--- src/rtl/seg7_scan_decoder.sv ---
// rtl/seg7_scan_decoder.sv - Debounced multiplexed 7-segment scan decoder.
// Captures stable {an, seg} strobes into BCD slots and presents whole frames on a ready/valid port.
module seg7_scan_decoder #(
  parameter int STABLE_CYCLES = 4
) (
  input  logic        clk,
  input  logic        rst,
  input  logic [6:0]  seg,
  input  logic [3:0]  an,
  input  logic        scan_en,
  input  logic        out_ready,
  output logic        out_valid,
  output logic [15:0] out_bcd,
  output logic        out_err,
  output logic        ovf
);

  localparam logic [7:0] LP_STABLE = 8'(STABLE_CYCLES);

  typedef enum logic [1:0] {S_WAIT, S_COUNT, S_HELD} state_t;

  state_t      r_state;
  logic [10:0] r_pair;
  logic [7:0]  r_count;
  logic [3:0]  r_got;
  logic [15:0] r_slots;
  logic [3:0]  r_slot_err;
  logic        r_out_valid;
  logic [15:0] r_out_bcd;
  logic        r_out_err;
  logic        r_ovf;

  logic        w_valid;
  logic        w_same;
  logic        w_capture;
  logic        w_complete;
  logic [3:0]  w_nibble;
  logic        w_digit_err;
  logic [15:0] w_slots_next;
  logic [3:0]  w_err_next;
  logic [3:0]  w_got_next;

  assign w_valid   = scan_en && (an != 4'd0) && ((an & (an - 4'd1)) == 4'd0);
  assign w_same    = ({an, seg} == r_pair);
  assign w_capture = w_valid && (r_state == S_COUNT) && w_same && ((r_count + 8'd1) == LP_STABLE);

  always_comb begin
    w_nibble    = 4'hE;
    w_digit_err = 1'b0;
    case (seg)
      7'h7E: w_nibble = 4'h0;
      7'h30: w_nibble = 4'h1;
      7'h6D: w_nibble = 4'h2;
      7'h79: w_nibble = 4'h3;
      7'h33: w_nibble = 4'h4;
      7'h5B: w_nibble = 4'h5;
      7'h5F: w_nibble = 4'h6;
      7'h70: w_nibble = 4'h7;
      7'h7F: w_nibble = 4'h8;
      7'h7B: w_nibble = 4'h9;
      7'h76: begin w_nibble = 4'hF; w_digit_err = 1'b1; end
      default: begin w_nibble = 4'hE; w_digit_err = 1'b1; end
    endcase
  end

  // Slot state as it will look after this edge, including a capture on this edge.
  always_comb begin
    w_slots_next = r_slots;
    w_err_next   = r_slot_err;
    w_got_next   = r_got;
    if (w_capture) begin
      for (int i = 0; i < 4; i++) begin
        if (an[i]) begin
          w_slots_next[4*i +: 4] = w_nibble;
          w_err_next[i]          = w_digit_err;
          w_got_next[i]          = 1'b1;
        end
      end
    end
  end

  assign w_complete = w_capture && (w_got_next == 4'hF);

  always_ff @(posedge clk) begin
    if (rst) begin
      r_state     <= S_WAIT;
      r_pair      <= 11'd0;
      r_count     <= 8'd0;
      r_got       <= 4'd0;
      r_slots     <= 16'd0;
      r_slot_err  <= 4'd0;
      r_out_valid <= 1'b0;
      r_out_bcd   <= 16'd0;
      r_out_err   <= 1'b0;
      r_ovf       <= 1'b0;
    end else begin
      if (!w_valid) begin
        r_state <= S_WAIT;
        r_count <= 8'd0;
      end else begin
        case (r_state)
          S_COUNT: begin
            if (w_same) begin
              r_count <= r_count + 8'd1;
              if ((r_count + 8'd1) == LP_STABLE) r_state <= S_HELD;
            end else begin
              r_pair  <= {an, seg};
              r_count <= 8'd1;
            end
          end
          S_HELD: begin
            if (!w_same) begin
              r_pair  <= {an, seg};
              r_count <= 8'd1;
              r_state <= S_COUNT;
            end
          end
          default: begin
            r_pair  <= {an, seg};
            r_count <= 8'd1;
            r_state <= S_COUNT;
          end
        endcase
      end

      r_slots    <= w_slots_next;
      r_slot_err <= w_err_next;
      r_got      <= w_complete ? 4'd0 : w_got_next;

      // A completed frame is dropped, not queued, when the previous one is still pending.
      if (w_complete) begin
        if (!r_out_valid || out_ready) begin
          r_out_valid <= 1'b1;
          r_out_bcd   <= w_slots_next;
          r_out_err   <= |w_err_next;
        end else begin
          r_ovf <= 1'b1;
        end
      end else if (r_out_valid && out_ready) begin
        r_out_valid <= 1'b0;
      end
    end
  end

  assign out_valid = r_out_valid;
  assign out_bcd   = r_out_bcd;
  assign out_err   = r_out_err;
  assign ovf       = r_ovf;

endmodule
--- config.mk ---
export PLATFORM = sky130hd
export DESIGN_NAME = seg7_scan_decoder
export DESIGN_NICKNAME = d
export VERILOG_FILES = /design/src/rtl/seg7_scan_decoder.sv
export SDC_FILE = /design/constraint.sdc
export NUM_CORES = 1
export LEC_CHECK = 0
export ABC_AREA = 0
export CAP_MARGIN = 20
export CORE_UTILIZATION = 44
export CTS_CLUSTER_DIAMETER = 30
export DETAILED_ROUTE_END_ITERATION = 12
export PLACE_DENSITY_LB_ADDON = 0.3
export SETUP_SLACK_MARGIN = 0.2
export SLEW_MARGIN = 10
export SYNTH_ARGS = -nofsm -noshare
export SYNTH_HDL_FRONTEND = slang
export SYNTH_SLANG_ARGS = --single-unit
--- constraint.sdc ---
create_clock -name clk -period 7.25 [get_ports clk]
set_clock_uncertainty 0.05 [all_clocks]
set_input_delay 1.0875 -clock clk [delete_from_list [all_inputs] [get_ports clk]]
set_output_delay 1.0875 -clock clk [all_outputs]
set_load 0.005 [all_outputs]
==> results.sh <==
export IMPL_status="complete, no violations"
export IMPL_p_sw_uw=179
export IMPL_vias_per_cell=5.31
export IMPL_die_x_microns=89.8
export IMPL_dieArea_sq_mm=0.00806
export IMPL_rsz0062_at_grt="no"
export IMPL_grt_overflow=0
export IMPL_synth_async_reset_ratio=0
export IMPL_die_y_microns=89.8
export IMPL_drt_iter0_drc=98
export IMPL_hp_class="reg -> reg"
export IMPL_cts_tree="yes"
export IMPL_setup_violations=0
export IMPL_irDropWorstVdd_uv=167
export IMPL_fmax_ghz=0.250
export IMPL_worstPathArrival_ps=4160
export IMPL_cts_buffers=9
export IMPL_start_util=0.462
export IMPL_drt_total_wl_mm=7.07
export IMPL_drc=0
export IMPL_rows=31
export IMPL_clkPwrFrac=0.488
export IMPL_synth_cells=369
export IMPL_slew_viol_final=0
export IMPL_startpoint_type="primary input"
export IMPL_post_place_ws_ps=2890
export IMPL_clockRootBuffer="clkbuf_8"
export IMPL_cts_max_path_buffers=2
export IMPL_ys_types=61
export IMPL_path_max_fanout=25
export IMPL_synth_warnings=0
export IMPL_max_slew_margin=0.527
export IMPL_synth_edf_count=0
export IMPL_fin_util=0.536
export IMPL_synthTopCellsByCount="64 x dfxtp_1, 49 x nor2_1, 27 x mux2i_1"
export IMPL_synth_top_area_cell="dfxtp_1"
export IMPL_fill_cells=660
export IMPL_ys_seq_elements=64
export IMPL_worst_slack_ps=3260
export IMPL_ys_seq_area_frac=0.378
export IMPL_grt_usage=0.185
export IMPL_critPathLaunch="seg[4]"
export IMPL_finalHoldViolCount=0
export IMPL_pwr_density_cell_mw_per_mm2=202
export IMPL_p_leak_nw=1.31
export IMPL_nets=404
export IMPL_antenna_found_initial=0
export IMPL_wl_per_cell_microns=14.5
export IMPL_htreeDepth=3
export IMPL_period_minus_slack_ps=3990
export IMPL_postRouteAntennaNets=0
export IMPL_setup_tns_ps=0
export IMPL_hp_start="r_pair[3]"
export IMPL_drive_above_1_share=0.164
export IMPL_min_period_over_period=0.551
export IMPL_p_comb_frac=0.062
export IMPL_diodes=0
export IMPL_insertion_delay_ps=340
export IMPL_vias=2598
export IMPL_r2r_start="r_count[0]"
export IMPL_p_seq_frac=0.450
export IMPL_drv_cap=0
export IMPL_hpwl_mm=4.73
export IMPL_postCtsResizedCells=0
export IMPL_place_congestion=0.840
export IMPL_worst_pin_slew_ps=704
export IMPL_synth_area_leaders="dfxtp_1 38%, mux2i_1 8.0%, nor2_1 5.4%"
export IMPL_syn_area_sq_mm=0.00339
export IMPL_ctsHoldBuffers=0
export IMPL_ioPinCount=34
export IMPL_worst_ep_required_time_ps=7410
export IMPL_r2r_slack_ps=4290
export IMPL_yosysMostFrequentCell="dfxtp_1"
export IMPL_power_internal_uw=614
export IMPL_fin_hold_ws_ps=418
export IMPL_drt_pre_antenna_iters=4
export IMPL_port_buffers=33
export IMPL_grt_pass1_wl_mm=12.0
export IMPL_cts_setup_buffers=0
export IMPL_syn_nets=388
export IMPL_criticalPathCategory="in -> reg"
export IMPL_area_growth_pct=16.0
export IMPL_core_sq_mm=0.00733
export IMPL_end_kind="flip-flop"
export IMPL_swShare=0.226
export IMPL_grt_pass1_vias=2394
export IMPL_synth_top_cell_area_share=0.378
export IMPL_grt_max_degree=56
export IMPL_ys_flop_type="dfxtp_1"
export IMPL_clkSinkCount=64
export IMPL_syn_area_per_cell_sq_um=9.19
export IMPL_path_clk_slew_ps=80
==> cell type report <==
cell class / count / area [sq um] / share of cell area
clock buffer: 10 / 138 / 0.0350
clock inverter: 6 / 115 / 0.0293
inverter: 6 / 22.5 / 0.00573
multi-input combinational: 269 / 1910 / 0.486
sequential: 64 / 1280 / 0.326
tap: 99 / 124 / 0.0315
timing repair buffer: 35 / 340 / 0.0866
==> path summary, 6_finish.rpt <==
kind,endpoint,depth (start not counted)
max,out_bcd[9],9
min,r_pair[3],2
max reg2reg,out_bcd[9],9
min reg2reg,r_pair[3],2
==> metrics by stage <==
step | total power [mW] | area [sq um] | instances
detailed placement | 0.414 | 3680 | 473
global route | 0.823 | 3930 | 489
finish | 0.793 | 3930 | 489
floorplan | 0.400 | 3390 | 369
CTS | 0.800 | 3930 | 489
global placement | 0.413 | 3680 | 473
==> flip-flops by register name, summed over array words and instances, names as in the netlist <==
register    count
out_bcd        16
r_slots        16
r_pair         11
r_count         8
r_got           4
r_slot_err      4
r_state         2
out_err         1
out_valid       1
ovf             1
==> critical path, cell delays in order <==
cell	delay, ps
clkdlybuf4s50_1	630
xor2_1	250
nor3_2	240
or3b_1	630
nor4_4	440
and3_1	210
buf_4	360
mux2i_1	230
nor2_1	60
==> per-layer routing <==
metal  vias to the layer above  track usage  part of all wire
met5                         -            0                 0
met4                         0       0.0615            0.0092
met3                         7       0.0643             0.049
met2                        54        0.270              0.45
met1                      1207        0.254              0.49
li1                       1330            -                 -
==> power by group through the flow <==
| stage | clock [mW] | combinational, mW | sequential [mW] |
|---|---|---|---|
| after floorplan | 0 | 0.0364 | 0.364 |
| after global placement | 0 | 0.0483 | 0.365 |
| after detailed placement | 0 | 0.0491 | 0.365 |
| after CTS | 0.394 | 0.0494 | 0.357 |
| after global routing | 0.412 | 0.0543 | 0.357 |
| final | 0.387 | 0.0492 | 0.357 |
==> logic make-up (layout without fill, tap and decap cells) <==
logic type / count (synthesis) / count (layout) / synth area share
AOI/OAI and AO/OA: 59 / 59 / 0.142
xor gates and xnor gates: 13 / 13 / 0.0358
adders and majority gates: 4 / 4 / 0.0148
buffers and inverters: 36 / 57 / 0.0583
DFF: 64 / 64 / 0.378
muxes: 35 / 35 / 0.106
and+or+nand+nor: 158 / 158 / 0.265
==> cells in the final DEF (no fill, tap or decap), types with 3 or more instances in the layout <==
cell type,Yosys,routed
nand3_1,14,14
xnor2_1,8,8
clkbuf_8,0,10
a21oi_1,20,20
nand4_1,10,10
nor2b_1,13,13
nor2_2,9,9
nand2_1,23,23
nor2_1,49,49
and3_1,5,5
clkdlybuf4s50_1,0,32
o22ai_1,3,3
nor4_4,4,4
a211oi_2,8,8
ha_1,4,4
inv_1,6,6
mux2_2,8,8
nand3b_1,3,3
nor3_1,8,8
o21a_1,5,5
dfxtp_1,64,64
bufinv_16,0,3
xor2_1,4,4
nor4_1,3,3
mux2i_1,27,27
No activity file was read; power rests on OpenSTA's default activity.
